$ cat src/rtl/vga_pkg.sv
// vga_pkg: shared FSM encoding, AXI burst/response codes and arbiter defaults
package vga_pkg;
    localparam logic [1:0] ST_IDLE = 2'd0;
    localparam logic [1:0] ST_ADDR = 2'd1;
    localparam logic [1:0] ST_DATA = 2'd2;
    localparam logic [1:0] BURST_FIXED = 2'd0;
    localparam logic [1:0] BURST_INCR  = 2'd1;
    localparam logic [1:0] BURST_WRAP  = 2'd2;
    localparam logic [1:0] RESP_OKAY   = 2'd0;
    localparam logic [1:0] RESP_EXOKAY = 2'd1;
    localparam logic [1:0] RESP_SLVERR = 2'd2;
    localparam logic [1:0] RESP_DECERR = 2'd3;
    localparam int STARVE_LIMIT_DEF = 4;
endpackage

$ cat src/rtl/vga_rr_prio.sv
// vga_rr_prio: fixed m0 priority with a starvation counter that hands m1 a turn
module vga_rr_prio
    import vga_pkg::*;
#(
    parameter int STARVE_LIMIT = STARVE_LIMIT_DEF
) (
    input  logic clk,
    input  logic resetn,
    input  logic en,
    input  logic req0,
    input  logic req1,
    output logic gnt_valid,
    output logic gnt_sel
);
    localparam int CW = $clog2(STARVE_LIMIT + 2);
    logic [CW-1:0] starve_cnt;
    logic          starved;
    assign starved   = starve_cnt == CW'(STARVE_LIMIT);
    assign gnt_sel   = req1 && (!req0 || starved);
    assign gnt_valid = en && (req0 || req1);
    // count m0 wins taken while m1 waits; any m1 win clears the debt
    always_ff @(posedge clk or negedge resetn)
        if (!resetn) starve_cnt <= '0;
        else if (gnt_valid)
            starve_cnt <= gnt_sel ? '0 : (req1 && !starved) ? starve_cnt + 1'b1 : starve_cnt;
endmodule

$ cat src/rtl/vga_rd_arbiter.sv
// vga_rd_arbiter: two-master AXI read arbiter with a single outstanding burst
module vga_rd_arbiter
    import vga_pkg::*;
#(
    parameter int ADDR_WIDTH   = 64,
    parameter int DATA_WIDTH   = 64,
    parameter int STARVE_LIMIT = STARVE_LIMIT_DEF
) (
    input  logic                  clk,
    input  logic                  resetn,
    input  logic                  m0_arvalid_i,
    output logic                  m0_arready_o,
    input  logic [ADDR_WIDTH-1:0] m0_araddr_i,
    input  logic [1:0]            m0_arburst_i,
    input  logic [7:0]            m0_arlen_i,
    input  logic [2:0]            m0_arsize_i,
    output logic                  m0_rvalid_o,
    output logic [1:0]            m0_rresp_o,
    output logic [DATA_WIDTH-1:0] m0_rdata_o,
    output logic                  m0_rlast_o,
    input  logic                  m0_rready_i,
    input  logic                  m1_arvalid_i,
    output logic                  m1_arready_o,
    input  logic [ADDR_WIDTH-1:0] m1_araddr_i,
    input  logic [1:0]            m1_arburst_i,
    input  logic [7:0]            m1_arlen_i,
    input  logic [2:0]            m1_arsize_i,
    output logic                  m1_rvalid_o,
    output logic [1:0]            m1_rresp_o,
    output logic [DATA_WIDTH-1:0] m1_rdata_o,
    output logic                  m1_rlast_o,
    input  logic                  m1_rready_i,
    output logic                  s_arvalid_o,
    output logic [ADDR_WIDTH-1:0] s_araddr_o,
    output logic [1:0]            s_arburst_o,
    output logic [7:0]            s_arlen_o,
    output logic [2:0]            s_arsize_o,
    input  logic                  s_arready_i,
    input  logic                  s_rvalid_i,
    input  logic [1:0]            s_rresp_i,
    input  logic [DATA_WIDTH-1:0] s_rdata_i,
    input  logic                  s_rlast_i,
    output logic                  s_rready_o,
    output logic                  busy_o,
    output logic                  gnt_o,
    output logic                  err_o
);
    logic [1:0]            state, state_nxt;
    logic                  gnt_q, err_q, gnt_valid, gnt_sel, idle, data, r_hs, at_len;
    logic [ADDR_WIDTH-1:0] addr_q;
    logic [1:0]            burst_q;
    logic [7:0]            len_q;
    logic [2:0]            size_q;
    logic [8:0]            beat_q, beat_nxt;

    assign idle = state == ST_IDLE;
    assign data = state == ST_DATA;

    vga_rr_prio #(.STARVE_LIMIT(STARVE_LIMIT)) u_prio (
        .clk       (clk),
        .resetn    (resetn),
        .en        (idle && resetn),
        .req0      (m0_arvalid_i),
        .req1      (m1_arvalid_i),
        .gnt_valid (gnt_valid),
        .gnt_sel   (gnt_sel)
    );

    assign m0_arready_o = gnt_valid && !gnt_sel;
    assign m1_arready_o = gnt_valid && gnt_sel;
    assign s_arvalid_o  = state == ST_ADDR;
    assign s_araddr_o   = addr_q;
    assign s_arburst_o  = burst_q;
    assign s_arlen_o    = len_q;
    assign s_arsize_o   = size_q;
    assign s_rready_o   = data && (gnt_q ? m1_rready_i : m0_rready_i);
    assign m0_rvalid_o  = data && !gnt_q && s_rvalid_i;
    assign m1_rvalid_o  = data && gnt_q && s_rvalid_i;
    assign m0_rdata_o   = s_rdata_i;
    assign m1_rdata_o   = s_rdata_i;
    assign m0_rresp_o   = s_rresp_i;
    assign m1_rresp_o   = s_rresp_i;
    assign m0_rlast_o   = s_rlast_i;
    assign m1_rlast_o   = s_rlast_i;
    assign busy_o       = !idle;
    assign gnt_o        = gnt_q;
    assign err_o        = err_q;
    assign r_hs         = s_rready_o && s_rvalid_i;
    assign beat_nxt     = beat_q + 9'd1;
    assign at_len       = beat_nxt == {1'b0, len_q} + 9'd1;

    // one burst at a time: grant, issue the address, drain beats until rlast
    always_comb
        state_nxt = idle ? (gnt_valid ? ST_ADDR : ST_IDLE)
                  : (state == ST_ADDR) ? (s_arready_i ? ST_DATA : ST_ADDR)
                  : data ? ((r_hs && s_rlast_i) ? ST_IDLE : ST_DATA)
                  : ST_IDLE;

    // capture the winner's payload, count beats and flag length disagreements
    always_ff @(posedge clk or negedge resetn)
        if (!resetn) begin
            state   <= ST_IDLE;
            gnt_q   <= 1'b0;
            err_q   <= 1'b0;
            addr_q  <= '0;
            burst_q <= '0;
            len_q   <= '0;
            size_q  <= '0;
            beat_q  <= '0;
        end else begin
            state <= state_nxt;
            err_q <= r_hs && (s_rlast_i ? !at_len : at_len);
            beat_q <= gnt_valid ? 9'd0 : r_hs ? beat_nxt : beat_q;
            if (gnt_valid) begin
                gnt_q   <= gnt_sel;
                addr_q  <= gnt_sel ? m1_araddr_i : m0_araddr_i;
                burst_q <= gnt_sel ? m1_arburst_i : m0_arburst_i;
                len_q   <= gnt_sel ? m1_arlen_i : m0_arlen_i;
                size_q  <= gnt_sel ? m1_arsize_i : m0_arsize_i;
            end
        end
endmodule

$ cat config.mk
export PLATFORM = sky130hd
export DESIGN_NAME = vga_rd_arbiter
export DESIGN_NICKNAME = d
export VERILOG_FILES = /design/src/rtl/vga_pkg.sv /design/src/rtl/vga_rr_prio.sv /design/src/rtl/vga_rd_arbiter.sv
export SDC_FILE = /design/constraint.sdc
export NUM_CORES = 1
export LEC_CHECK = 0
export BUFFER_PORTS_ARGS = -buffer_cell sky130_fd_sc_hd__clkbuf_2
export CORE_AREA = 2 2 173 175
export DETAILED_ROUTE_END_ITERATION = 7
export DIE_AREA = 0 0 175 177
export MAX_ROUTING_LAYER = met4
export PLACE_DENSITY_LB_ADDON = 0.1
export SETUP_SLACK_MARGIN = 0.5
export SLEW_MARGIN = 10
export SYNTH_ARGS = -nofsm -noshare
export SYNTH_HDL_FRONTEND = slang
export SYNTH_SLANG_ARGS = --single-unit
$ cat constraint.sdc
create_clock -name clk -period 5.65 [get_ports clk]
set_input_delay 1.13 -clock clk [delete_from_list [all_inputs] [get_ports clk]]
set_output_delay 1.13 -clock clk [all_outputs]
set_load 0.1 [all_outputs]
-- Word level (Yosys, flattened, before mapping)
Index checks and enable logic that the tools add are counted.
Widths: inputs -> output; s select.
- input bits: 229
- bits in registers: 93
- word-level logic and storage cells: 58
- add/sub/neg operators: 3
- multiplexer cells: 16
- equal/unequal tests: 4
- reduce and logical (&&, ||, !) cells: 26
- operators by type and width (kind ; count):
    $mux 64 ; 1
    $mux 9 ; 2
    $logic_and 1x1->1 ; 14
    $mux 2 ; 6
    $add 8x1->9 const B ; 1
    $add 9x1->9 const B ; 1
    $eq 9x9->1 ; 1
    $mux 3 ; 3
    $mux 8 ; 1
    $logic_not 1->1 ; 6
    $reduce_bool 2->1 ; 2
    $add 3x1->3 const B ; 1
    $eq 3x3->1 const B ; 1
    $mux 1 ; 3
    $eq 2x1->1 const B ; 1
    $eq 2x2->1 const B ; 1
    $logic_not 2->1 ; 1
    $logic_or 1x1->1 ; 2
    $reduce_and 2->1 ; 1

-- Logic depth before layout (Yosys ltp)
- depth in word-level cells: 8
- depth in mapped cells: 9
- depth with buffers taken out: 7

-- Modules after synthesis
From an unflattened synthesis, not the netlist that was laid out.
- cell total of the unflattened synthesis: 600
- area, all modules: 5655.4 sq um
- by module, submodules not included (module ; sequential area each (sq um) ; area an instance (sq um) ; cells each ; instances):
    vga_rd_arbiter ; 2252.2 ; 5446.5 ; 580 ; 1
    vga_rr_prio ; 75.1 ; 209.0 ; 20 ; 1

-- Worst setup path before layout
Ideal clock, no wire load.
- path kind: input-to-output
- from: input port m1_arvalid_i
- to: output port m0_arready_o
- cell stages on the path: 5
- slack: 1.133 ns
- path buffers: 3
- arrival time: 3.387 ns
- required time: 4.520 ns
- path through: clkbuf_1 -> o211ai_2 -> clkbuf_1 -> clkbuf_1 -> a21oi_1
- longest elaborated chain between the ends: 3
- elaborated cells between the ends (all ways): 5
- RTL lines (what ; line ; RTL):
    start: declaration ; vga_rd_arbiter.sv:22 ; input logic m1_arvalid_i,
    $logic_or 1x1->1 / $logic_and 1x1->1 (equally long branches) ; vga_rr_prio.sv:20, vga_rr_prio.sv:19 ;
    $logic_and 1x1->1 / $logic_not 1->1 (equally long branches) ; vga_rr_prio.sv:20, vga_rd_arbiter.sv:69 ;
    $logic_and 1x1->1 * ; vga_rd_arbiter.sv:69 ; assign m0_arready_o = gnt_valid && !gnt_sel;
    end: declaration ; vga_rd_arbiter.sv:12 ; output logic m0_arready_o,
Mark *: on every way between the ends. The rest lies on a longest branch, timed or not.

-- Final worst setup path
- from: input port m0_arvalid_i
- to: output port m1_arready_o
- longest elaborated chain between the ends: 4
- elaborated cells between the ends (all ways): 6
- RTL lines (what ; line ; RTL):
    start: declaration ; vga_rd_arbiter.sv:11 ; input logic m0_arvalid_i,
    $logic_not 1->1 ; vga_rr_prio.sv:19 ; assign gnt_sel = req1 && (!req0 || starved);
    $logic_or 1x1->1 ; vga_rr_prio.sv:19 ;
    $logic_and 1x1->1 ; vga_rr_prio.sv:19 ;
    $logic_and 1x1->1 * ; vga_rd_arbiter.sv:70 ; assign m1_arready_o = gnt_valid && gnt_sel;
    end: declaration ; vga_rd_arbiter.sv:23 ; output logic m1_arready_o,
Marks and branches as above.

==> results.toml <==
[run]
cap_violations = 0

[global_routing]
grt_max_degree = 97
grt_pass1_wl_mm = 26.1
overflow = 0
grt_antenna_before_repair = 0
grt_pass1_vias = 4459
grt_use_total_pct = 11.4

[setup_path]
path_class = "input pin to primary output"
reg2reg_from = "u_prio.starve_cnt[0]$_DFFE_PN0P_"
reg2reg_to = "s_araddr_o[35]$_DFFE_PN0P_"
cp.required_ns = 4.52
reg2reg_slack_ns = 2.95
worstPathArrival_ns = 2.54
crit_fanout = 29
worst-r2r-cell-count = 8
start_kind = "input pin"
crit_path_end_kind = "primary output"

[yosys]
netlist_instances = 619
yosys.cell_types.count = 43
synth_nets = 852
async_flop_share_pct = 100
synth_edf_count = 0
yosysWarnings = 0
ys_seq_elements = 93
synth_top_flop_cell = "dfrtp_1"
synth_area_um2 = 5720
avgSynthCellArea_um2 = 9.25
yosysSeqAreaShare_pct = 40.7

[clock_network]
cts_tree = "yes"
cts_buffer_depth = 2
clock-sinks = 93
clk_pin_slew_ns = 0.07
cts_buffers = 9
insertion_delay_ns = 0.35
htree_levels = 3
cts_resized = 0
cts_setup_buffers = 0
root_buffer = "clkbuf_16"
cts_hold_buf = 0

[placed_design]
post-place-ws_ns = 1.93
dp_hpwl_mm = 12.9
place_inst = 1099
portBuffers = 250
place_congestion = 0.715

[power]
p_per_area_nw_per_um2 = 714
peakVddDrop_v = 0.000312
p_int_mw = 1.69
p_sw_share_pct = 64.4
p_leak_nw = 3.63
comb_power_share_pct = 63.1
p_sw_mw = 3.06
clockPowerShare_pct = 12.8
power_frac_seq_pct = 24.1

[drt]
wirelength_mm = 16.9
wl_per_cell_um = 15.1
via_count = 4295
drt_iter0_drc = 145
antenna_left = 0
dr.pass1.iters = 4
via_per_inst = 3.85
drc = 0

[min_path]
min_path_cells = 2
hold-path-endpoint = "s_araddr_o[16]$_DFFE_PN0P_"
min_from = "s_araddr_o[16]$_DFFE_PN0P_"
hold_class = "flop to flop"

[timing]
slew_viol_final = 0
layout_setup_ws_ns = 1.98
tns_ns = 0
setup_viol = 0
worst_pin_slew_ns = 0.891
period_share_pct = 64.9
min_period_ns = 3.67
finalHoldViolations = 0
whs_ns = 0.480
final.setup_skew_ns = 0.0128
fmax_mhz = 273
slew_headroom_pct = 40.6
rsz0062_at_grt = "false"

[die]
die_w_um = 175
num_rows = 63
die_y_um = 177
coreArea_um2 = 29200
ios = 449
dieArea_um2 = 31000
initial_core_util_pct = 19.6

[finish]
synthToLayoutAreaGrowth_pct = 16.4
num-fill-cells = 3273
multi_input_area_um2 = 2250
nNetsFinal = 953
fin_cells = 1115
seqCellArea_um2 = 2330
n_antenna_cell = 0
layout-drive-gt1-share_pct = 38.6

[run_status]
run_status = "completed"
==> layout make-up <==
type                            count  area share, %
Clock buffer                        9           3.38
Clock inverter                      7          0.977
Inverter                            6          0.338
Multi-Input combinational cell    356           33.8
Sequential cell                    93           34.9
Tap cell                          390           7.32
Timing Repair Buffer              254           19.3
==> power groups by stage <==
| stage | sequential, mW | clock (mW) | combinational, mW |
|---|---|---|---|
| 3_3_place_gp | 1.17 | 0 | 3.05 |
| 3_5_place_dp | 1.16 | 0 | 3.05 |
| 6_report | 1.15 | 0.611 | 3.00 |
| 4_1_cts | 1.15 | 0.651 | 3.04 |
| 2_1_floorplan | 3.04 | 0 | 1.02 |
| 5_1_grt | 1.20 | 0.674 | 3.15 |
==> state kept, by name, indices dropped and copies added, names as in the netlist <==
name	cells
beat_q	9
err_o	1
gnt_o	1
s_araddr_o	64
s_arburst_o	2
s_arlen_o	8
s_arsize_o	3
state	2
u_prio.starve_cnt	3
==> through the flow <==
step | cell area, um2 | utilization [%] | power [mW]
2_1_floorplan | 5720 | - | 4.06
3_3_place_gp | 6370 | 21.8 | 4.21
3_5_place_dp | 6370 | 21.8 | 4.21
4_1_cts | 6660 | 22.8 | 4.85
5_1_grt | 6660 | 22.8 | 5.02
6_report | 6660 | 22.8 | 4.76
==> worst max path at each step <==
| stage | from | end | slack [ns] |
|---|---|---|---|
| 3_5_place_dp | m0_arvalid_i | m1_arready_o | 1.93 |
| 3_3_place_gp | m0_arvalid_i | m1_arready_o | 1.94 |
| 5_1_grt | m0_arvalid_i | m1_arready_o | 1.77 |
| 6_report | m0_arvalid_i | m1_arready_o | 1.98 |
| 2_1_floorplan | m1_arvalid_i | m0_arready_o | 1.13 |
| 4_1_cts | m0_arvalid_i | m1_arready_o | 1.94 |
==> cells by family (layout without fill, tap and decap cells) <==
| kind of cell | count (synthesis) | after routing | share of synthesized area, % |
|---|---|---|---|
| flip-flops | 93 | 93 | 40.7 |
| XOR/XNOR | 11 | 11 | 1.68 |
| AO/OA/AOI/OAI | 115 | 115 | 11.1 |
| buffers and inverters | 170 | 276 | 20.3 |
| AND/OR/NAND/NOR | 147 | 147 | 11.5 |
| adder cells (fa/ha/maj) | 4 | 4 | 0.875 |
| multiplexers | 79 | 79 | 13.8 |
==> layer usage <==
layer	up-vias	GRT usage (%)	routed length, um
li1	2153	-	-
met4	0	4.31	448
met1	1897	12.5	6590
met5	-	-	0
met2	193	19.4	8620
met3	52	3.46	1210
==> cell usage after synthesis (4+ instances only) <==
cell / number / area share, %
nand2b_1: 4 / 0.44
nand2_1: 101 / 6.6
buf_2: 4 / 0.35
dfrtp_1: 93 / 41
buf_1: 6 / 0.39
xnor2_1: 6 / 0.92
a21o_1: 4 / 0.52
ha_1: 4 / 0.87
and3_1: 5 / 0.55
mux2i_1: 79 / 14
nand3_1: 11 / 0.96
nor2_1: 7 / 0.46
inv_1: 6 / 0.39
buf_4: 134 / 18
a21oi_1: 4 / 0.35
o21ai_0: 95 / 8.3
clkbuf_1: 18 / 1.2
xor2_1: 5 / 0.77
==> worst max-delay path: stages <==
cell,delay (ns)
clkbuf_2,0.13
nand2_1,0.17
nand2_4,0.32
nor2_1,0.26
clkbuf_2,0.50
==> placed cells by master (no fill, tap or decap), types with 2 or more instances in the layout <==
master and n:
inv_6 2, nor3_1 2, o21ai_0 95, nor2b_1 2, xnor2_1 6, and2_1 2, inv_8 2, nand3b_1 2
a21o_1 4, xor2_1 5, mux2i_1 79, buf_4 5, nand2_1 100, a21oi_1 4, inv_1 6, o21a_1 2
nand2b_1 4, nand3_1 11, ha_1 4, and4_1 2, and3_1 5, nor2_1 7, clkbuf_16 9, clkinv_4 2
clkbuf_2 249, dfrtp_1 93
(Power assumes the default switching activity.)
